## src/rtl/comparador_serial_izq_der.sv

```systemverilog
// -----------------------------------------------------------------------------
// comparador_serial_izq_der
// Bit-serial magnitude comparator. A single left-to-right iterative cell is
// reused in time: operands A and B are scanned MSB-first, one bit per clock,
// while the comparison state {p,q} is tracked. After the scan, the relation
// selected by modo is registered on Zout and done pulses for one cycle.
//
// {p,q} encoding: 00 none, 01 equal so far, 10 A>B, 11 A<B.
// modo: 00 A==B, 01 A>B, 10 A<B, 11 A>=B.
//
// Ports:
//   clk    in   system clock, rising edge
//   rst_n  in   asynchronous active-low reset
//   start  in   comparison request, sampled only while idle
//   A, B   in   WIDTH-bit operands, captured on accepted start
//   modo   in   2-bit relation select, captured on accepted start
//   busy   out  high while scanning bits
//   done   out  one-cycle pulse, Zout/pout/qout valid
//   pout   out  comparison state bit p
//   qout   out  comparison state bit q
//   Zout   out  relation result for the captured modo
//
// Optional build macro: COMPARADOR_SALIDA_TEMPRANA_EN
//   When defined, the scan stops as soon as the relation is decided
//   (first differing bit) instead of walking every remaining bit.
// -----------------------------------------------------------------------------
module comparador_serial_izq_der #(
    parameter  int WIDTH = 8,
    localparam int IDXW  = $clog2(WIDTH)
) (
    input  logic             clk,
    input  logic             rst_n,
    input  logic             start,
    input  logic [WIDTH-1:0] A,
    input  logic [WIDTH-1:0] B,
    input  logic [1:0]       modo,
    output logic             busy,
    output logic             done,
    output logic             pout,
    output logic             qout,
    output logic             Zout
);

    typedef enum logic [1:0] {
        IDLE = 2'd0,
        SCAN = 2'd1,
        FIN  = 2'd2
    } estado_t;

    localparam logic [1:0] PQ_NONE = 2'b00;
    localparam logic [1:0] PQ_EQ   = 2'b01;
    localparam logic [1:0] PQ_GT   = 2'b10;
    localparam logic [1:0] PQ_LT   = 2'b11;

    localparam logic [IDXW-1:0] IDX_LAST = IDXW'(WIDTH - 1);

    // Relation selected by modo, evaluated on the final {p,q}.
    function automatic logic f_relacion(input logic [1:0] m, input logic [1:0] pq);
        logic r;
        case (m)
            2'b00:   r = (pq == PQ_EQ);
            2'b01:   r = (pq == PQ_GT);
            2'b10:   r = (pq == PQ_LT);
            2'b11:   r = (pq == PQ_EQ) || (pq == PQ_GT);
            default: r = 1'b0;
        endcase
        return r;
    endfunction

    estado_t          state_q, state_d;
    logic [1:0]       pq_q, pq_d;
    logic [IDXW-1:0]  idx_q, idx_d;
    logic [WIDTH-1:0] a_q, a_d;
    logic [WIDTH-1:0] b_q, b_d;
    logic [1:0]       modo_q, modo_d;
    logic             zout_q, zout_d;
    logic             busy_q, busy_d;
    logic             done_q, done_d;
    logic             bit_a_s, bit_b_s;

    // Next-state, datapath and output decode.
    always_comb begin
        state_d = state_q;
        pq_d    = pq_q;
        idx_d   = idx_q;
        a_d     = a_q;
        b_d     = b_q;
        modo_d  = modo_q;
        zout_d  = zout_q;
        bit_a_s = 1'b0;
        bit_b_s = 1'b0;

        case (state_q)
            IDLE: begin
                if (start) begin
                    a_d     = A;
                    b_d     = B;
                    modo_d  = modo;
                    pq_d    = PQ_EQ;
                    idx_d   = IDX_LAST;
                    state_d = SCAN;
                end else begin
                    state_d = IDLE;
                end
            end
            SCAN: begin
                bit_a_s = a_q[idx_q];
                bit_b_s = b_q[idx_q];
                // Only the "equal so far" state can move; decided states absorb.
                if ((pq_q == PQ_EQ) && bit_a_s && !bit_b_s) begin
                    pq_d = PQ_GT;
                end else if ((pq_q == PQ_EQ) && !bit_a_s && bit_b_s) begin
                    pq_d = PQ_LT;
                end else begin
                    pq_d = pq_q;
                end
                if (idx_q == '0) begin
                    state_d = FIN;
                end else begin
                    idx_d   = idx_q - IDXW'(1);
                    state_d = SCAN;
                end
`ifdef COMPARADOR_SALIDA_TEMPRANA_EN
                // Once decided, remaining bits cannot change the outcome.
                if ((pq_d == PQ_GT) || (pq_d == PQ_LT)) begin
                    state_d = FIN;
                end else begin
                    state_d = state_d;
                end
`endif
            end
            FIN: begin
                zout_d  = f_relacion(modo_q, pq_q);
                idx_d   = '0;
                state_d = IDLE;
            end
            default: begin
                state_d = IDLE;
            end
        endcase

        // Registered status: busy tracks the scan, done follows the FIN cycle
        // so it lines up with the freshly registered Zout.
        busy_d = (state_d == SCAN);
        done_d = (state_q == FIN);
    end

    // State and datapath registers.
    always_ff @(posedge clk or negedge rst_n) begin
        if (!rst_n) begin
            state_q <= IDLE;
            pq_q    <= PQ_NONE;
            idx_q   <= '0;
            a_q     <= '0;
            b_q     <= '0;
            modo_q  <= 2'b00;
            zout_q  <= 1'b0;
            busy_q  <= 1'b0;
            done_q  <= 1'b0;
        end else begin
            state_q <= state_d;
            pq_q    <= pq_d;
            idx_q   <= idx_d;
            a_q     <= a_d;
            b_q     <= b_d;
            modo_q  <= modo_d;
            zout_q  <= zout_d;
            busy_q  <= busy_d;
            done_q  <= done_d;
        end
    end

    assign busy = busy_q;
    assign done = done_q;
    assign pout = pq_q[1];
    assign qout = pq_q[0];
    assign Zout = zout_q;

endmodule

```

## config.mk

```make
export PLATFORM = sky130hd
export DESIGN_NAME = comparador_serial_izq_der
export DESIGN_NICKNAME = d
export VERILOG_FILES = /design/src/rtl/comparador_serial_izq_der.sv
export SDC_FILE = /design/constraint.sdc
export NUM_CORES = 1
export LEC_CHECK = 0
export BUFFER_PORTS_ARGS = -buffer_cell sky130_fd_sc_hd__buf_2
export CORE_MARGIN = 3
export CORE_UTILIZATION = 55
export CTS_BUF_LIST = sky130_fd_sc_hd__clkbuf_4 sky130_fd_sc_hd__clkbuf_8
export DETAILED_ROUTE_END_ITERATION = 10
export PLACE_DENSITY = 0.78
export RECOVER_POWER = 50
export SLEW_MARGIN = 25
export SYNTH_ARGS = -nofsm -noshare
export SYNTH_HDL_FRONTEND = slang
export SYNTH_SLANG_ARGS = --single-unit
```

## constraint.sdc

```tcl
create_clock -name clk -period 4.35 [get_ports clk]
set_input_delay 0.2175 -clock clk [delete_from_list [all_inputs] [get_ports clk]]
set_output_delay 0.2175 -clock clk [all_outputs]
set_load 0.01 [all_outputs]
```

After elaboration in Yosys (flattened, before gate mapping)
Cells that the tools add are included.

word-level totals
  input bits = 21
  latch bits = 0
  register bits after elaboration = 28
  output and inout bits = 5
  memories = 0
  memory bits (read-only) = 0
  word-level logic and storage cells = 53
  RAM bits = 0

cells by class
  reduce and logical (&&, ||, !) cells = 15
  $lt $le $gt $ge = 1
  bitwise operators = 0
  $mul = 0
  divide/modulo/power cells = 0
  multiplexer cells = 15
  shifts and indexed selects = 0
  $add $sub $neg = 1
  equality and inequality tests = 12

operators with widths
  kind                   count
  $eq A2 B2 Y1 const B   5
  $pmux W3 S3            1
  $eq A2 B1 Y1 const B   4
  $mux W2                4
  $pmux W2 S2            2
  $bmux W1 S3            2
  $mux W3                2
  $reduce_and A3 Y1      2
  $logic_and A1 B1 Y1    4
  $logic_not A2 Y1       2
  $lt A3 B4 Y1 const B   1
  $ne A2 B2 Y1 const B   2
  $pmux W1 S4            1
  $logic_not A3 Y1       1
  $mux W1                3
  $ne A3 B3 Y1 const B   1
  $reduce_bool A3 Y1     1
  $sub A3 B1 Y3 const B  1
  $logic_not A1 Y1       2
  $reduce_and A2 Y1      1
  $reduce_bool A2 Y1     1
  $logic_or A1 B1 Y1     1

Depth between registers and ports, before layout
  word-level depth = 8
  depth in mapped cells = 7
  mapped depth without buffers = 6

Worst setup path before layout
OpenSTA, ideal clock, no wires.

  kind = reg2reg
  start = reg pq_q[1]
  end = reg zout_q, in the netlist Zout
  setup slack = 2.741 ns
  buffers on the path = 0
  cell stages (with the launch flop) = 6
  library setup time = 0.125 ns
  data required time = 4.225 ns
  period minus slack after synthesis = 1.609 ns
  arrival time = 1.484 ns
  cell sequence = dfrtp_1 -> inv_1 -> ha_1 -> inv_1 -> mux4_2 -> mux2_2

on the way
  cells in the longest elaborated chain, start to end = 3
  elaborated cells on any way between the ends = 5
  those cells by class = eq/ne (3); mux (1); reduce/logical (1)

ends and longest elaborated chain
  what                                                 line        source
  from (decl)                                          71          logic [1:0] pq_q, pq_d;
  from (signal assigned)                               162         pq_q <= pq_d;
  $eq A2 B1 Y1 / $eq A2 B2 Y1 (equally long branches)  61, 64, 62
  $logic_or A1 B1 Y1                                   64          2'b11: r = (pq == PQ_EQ) || (pq == PQ_GT);
  $pmux W1 S4 *                                        60          case (m)
  to (signal assigned)                                 167         zout_q <= zout_d;
  to (decl)                                            76          logic zout_q, zout_d;

Every way passes the cells marked *; elsewhere a longest branch is shown, timed or not.
A chain may end at the register's enable or synchronous reset.

Worst setup path in the final report
  start = reg state_q[0]
  end = reg modo_q[1]

on the way
  cells in the longest elaborated chain, start to end = 2

ends and longest elaborated chain
  what                         line  source
  from (decl)                  70    estado_t state_q, state_d;
  from (signal assigned)       161   state_q <= state_d;
  $logic_not A2 Y1             93    case (state_q)
  $reduce_and A2 Y1 (no line)  n/a
  to (signal assigned)         166   modo_q <= modo_d;
  to (decl)                    75    logic [1:0] modo_q, modo_d;

Every way passes these cells.

==> summary.md <==
| Metric | Value |
|---|---|
| Final core occ | `68.2%` |
| Worst hold slack | `95.0 ps` |
| 1st-iter DRT viols | `14` |
| Slack of the critical path | `2370 ps` |
| Arr. time, crit path | `2200 ps` |
| Core area | `2300 um^2` |
| Ratio of cells with drive above 1 in the final layout | `32.0%` |
| Commonest cells after routing, fill and taps aside | `dfrtp_1, buf_2, mux2_1, nor2_1` |
| Fmax | `0.505 GHz` |
| Slew headroom | `3.70%` |
| Worst slew pin tran | `1440 ps` |
| Pwr Total | `0.00114 W` |
| Rows | `17` |
| Sequential share of the synthesized area | `51.1%` |
| Status | `finished clean` |
| Max Cap Viol | `0` |
| # setup viols final | `0` |
| Synthesized flop and latch total | `28` |
| DP Worst Slack | `2380 ps` |
| Crit-path cells | `nor3b_2, buf_4, mux2_1` |
| Static leakage power | `0.713 nW` |
| Worst-path clk slew | `150 ps` |
| Critical path endpoint category | `flop` |
| Netlist Area Pre-Place | `1370 um^2` |
| CTS root buffer | `clkbuf_4` |
| Clock sinks | `28` |
| Total GRT Usage | `15.7%` |
| Post-layout nets | `155` |
| H-tree depth | `1` |
| Post-synth EDFFs | `0` |
| Pwr dens | `730 nW/um^2` |
| Routability-driven placement congestion ratio | `0.782` |
| Ant diodes | `0` |
| PortBufs | `25` |
| Asr flop ratio synth | `100%` |
| Largest stage delay, worst path | `640 ps` |
| Register area | `701 um^2` |
| Commonest non-fill, non-tap cell in the layout | `dfrtp_1` |
| Vias/cell | `5.69` |
| CP max stage cell | `nor3b_2` |
| WP data required | `4570 ps` |
| Syn. warnings | `0` |
| Syn Nets | `128` |
| Die height | `55.9 um` |
| Vias | `887` |
| Multi-input logic area | `612 um^2` |
| Vias in the first global route | `879` |
| Layout fillers | `170` |
| Overflow after GRT | `0` |
| WL/cell | `14.7 um` |
| Min cycle time layout | `1980 ps` |
| Post-route ant nets | `0` |
| Die Width | `55.9 um` |
| Initial Util | `59.6%` |
| Final setup TNS | `0 ps` |
| Postcts setup bufs | `0` |
| Largest fanout on the critical path | `14` |
| Avg Inst Size Synth | `13.4 um^2` |
| Clk_lat worst skew | `320 ps` |
| Fin. Hold Viols | `0` |
| Largest net degree at the start of global routing | `29` |
| Peak VDD IR | `0.000459 V` |
| Area grow syn2layout | `14.3%` |
| Final Skew | `4.83 ps` |
| CTS tree | `yes` |
| RSZ-0062 raised after global routing | `no` |
| Full die area | `3130 um^2` |
| Total wire length | `2300 um` |
| Initial antenna violation count | `0` |
| Post-Synthesis Cells | `102` |
| I/O pins | `26` |
| Part of the cycle the worst path needs | `45.5%` |
| HP Class | `input port to flop` |
| Post-synth cell types | `28` |
| Total CTS buffers | `3` |
| Drt pass-1 iters | `4` |
| Ys flop type | `dfrtp_1` |
| Startpoint Class | `flop` |
| Detailed-route DRC error count | `0` |
| Final slew viol count | `0` |
| Clock buffer depth | `2` |
| First-pass GRT wire length | `3900 um` |
| DP HPWL | `1710 um` |
| Crit Path Category | `flop to flop` |
## cell usage after synthesis (2+ instances only)
library cell,count,area share (%)
o21ai_1,3,1.1
a31o_1,2,1.3
dfrtp_1,28,51
a21oi_1,4,1.5
nor3b_1,2,1.1
buf_2,2,0.73
mux4_2,5,8.2
inv_2,2,0.55
o22ai_1,2,0.91
inv_1,5,1.4
nand3_1,3,1.1
ha_1,5,4.6
nor2_1,7,1.9
mux2_1,18,15
## path summary, 6_finish.rpt
check	startpoint	slack, ps	depth (start not counted)	end
max	state_q[0]	2370	3	modo_q[1]
min	A[7]	100	2	a_q[7]
max reg2reg	state_q[0]	2370	3	modo_q[1]
min reg2reg	a_q[4]	500	1	a_q[4]
max in group asynchronous	rst_n	2770	2	b_q[7]
min in group asynchronous	rst_n	750	2	busy
## flip-flops by register name, summed over array words and instances, names as in the netlist
name     cells
state_q      2
modo_q       2
done         1
a_q          8
pq_q         2
b_q          8
busy         1
Zout         1
idx_q        3
## worst max-delay path, delay by kind of cell (launching register included)
family / cells / cell delay [ps]
simple gates: 1 / 640
mux: 1 / 340
flops: 1 / 560
buf+inv: 1 / 340
## timing repair
item / CTS / global route
hold buffers: 1 / 0
endpoints found under the hold margin: 28 / 0
resized for setup: 0 / 0
## report_power, final
group	internal (W)	switching [W]	leakage [nW]
sequential	0.000383	0.000115	0.334
combinational	0.000276	0.000204	0.351
clock	0.0000932	0.0000734	0.0279
## metal layers
metal  global-route usage, %  part of all wire (%)
met1                    20.9                    44
met2                    26.0                    48
met3                    3.02                   5.3
met4                    5.08                   2.3
met5                       0                     0
## cell families (layout without fill, tap and decap cells)
logic type      count (synthesis)  in the layout  synth area share (%)
flops                          28             28                  51.1
mux                            26             26                  26.5
buf+inv                        12             38                  4.57
simple gates                   15             15                  5.39
compound gates                 15             15                  7.21
xor+xnor                        1              1                 0.639
fa+ha+maj                       5              5                  4.57
## layout make-up
cell class	count	share of cell area (%)
sequential	28	44.7
multi-input combinational	62	39.1
timing repair buffer	27	8.95
tap	28	2.24
clock inverter	1	1.92
inverter	7	1.68
clock buffer	3	1.44
## metrics by stage
step / cell area (um^2) / cells
6_report: 1570 / 156
5_1_grt: 1570 / 156
3_5_place_dp: 1510 / 151
4_1_cts: 1570 / 156
3_3_place_gp: 1510 / 151
2_1_floorplan: 1370 / 102
Note: power is estimated with default switching activity, not from simulation.
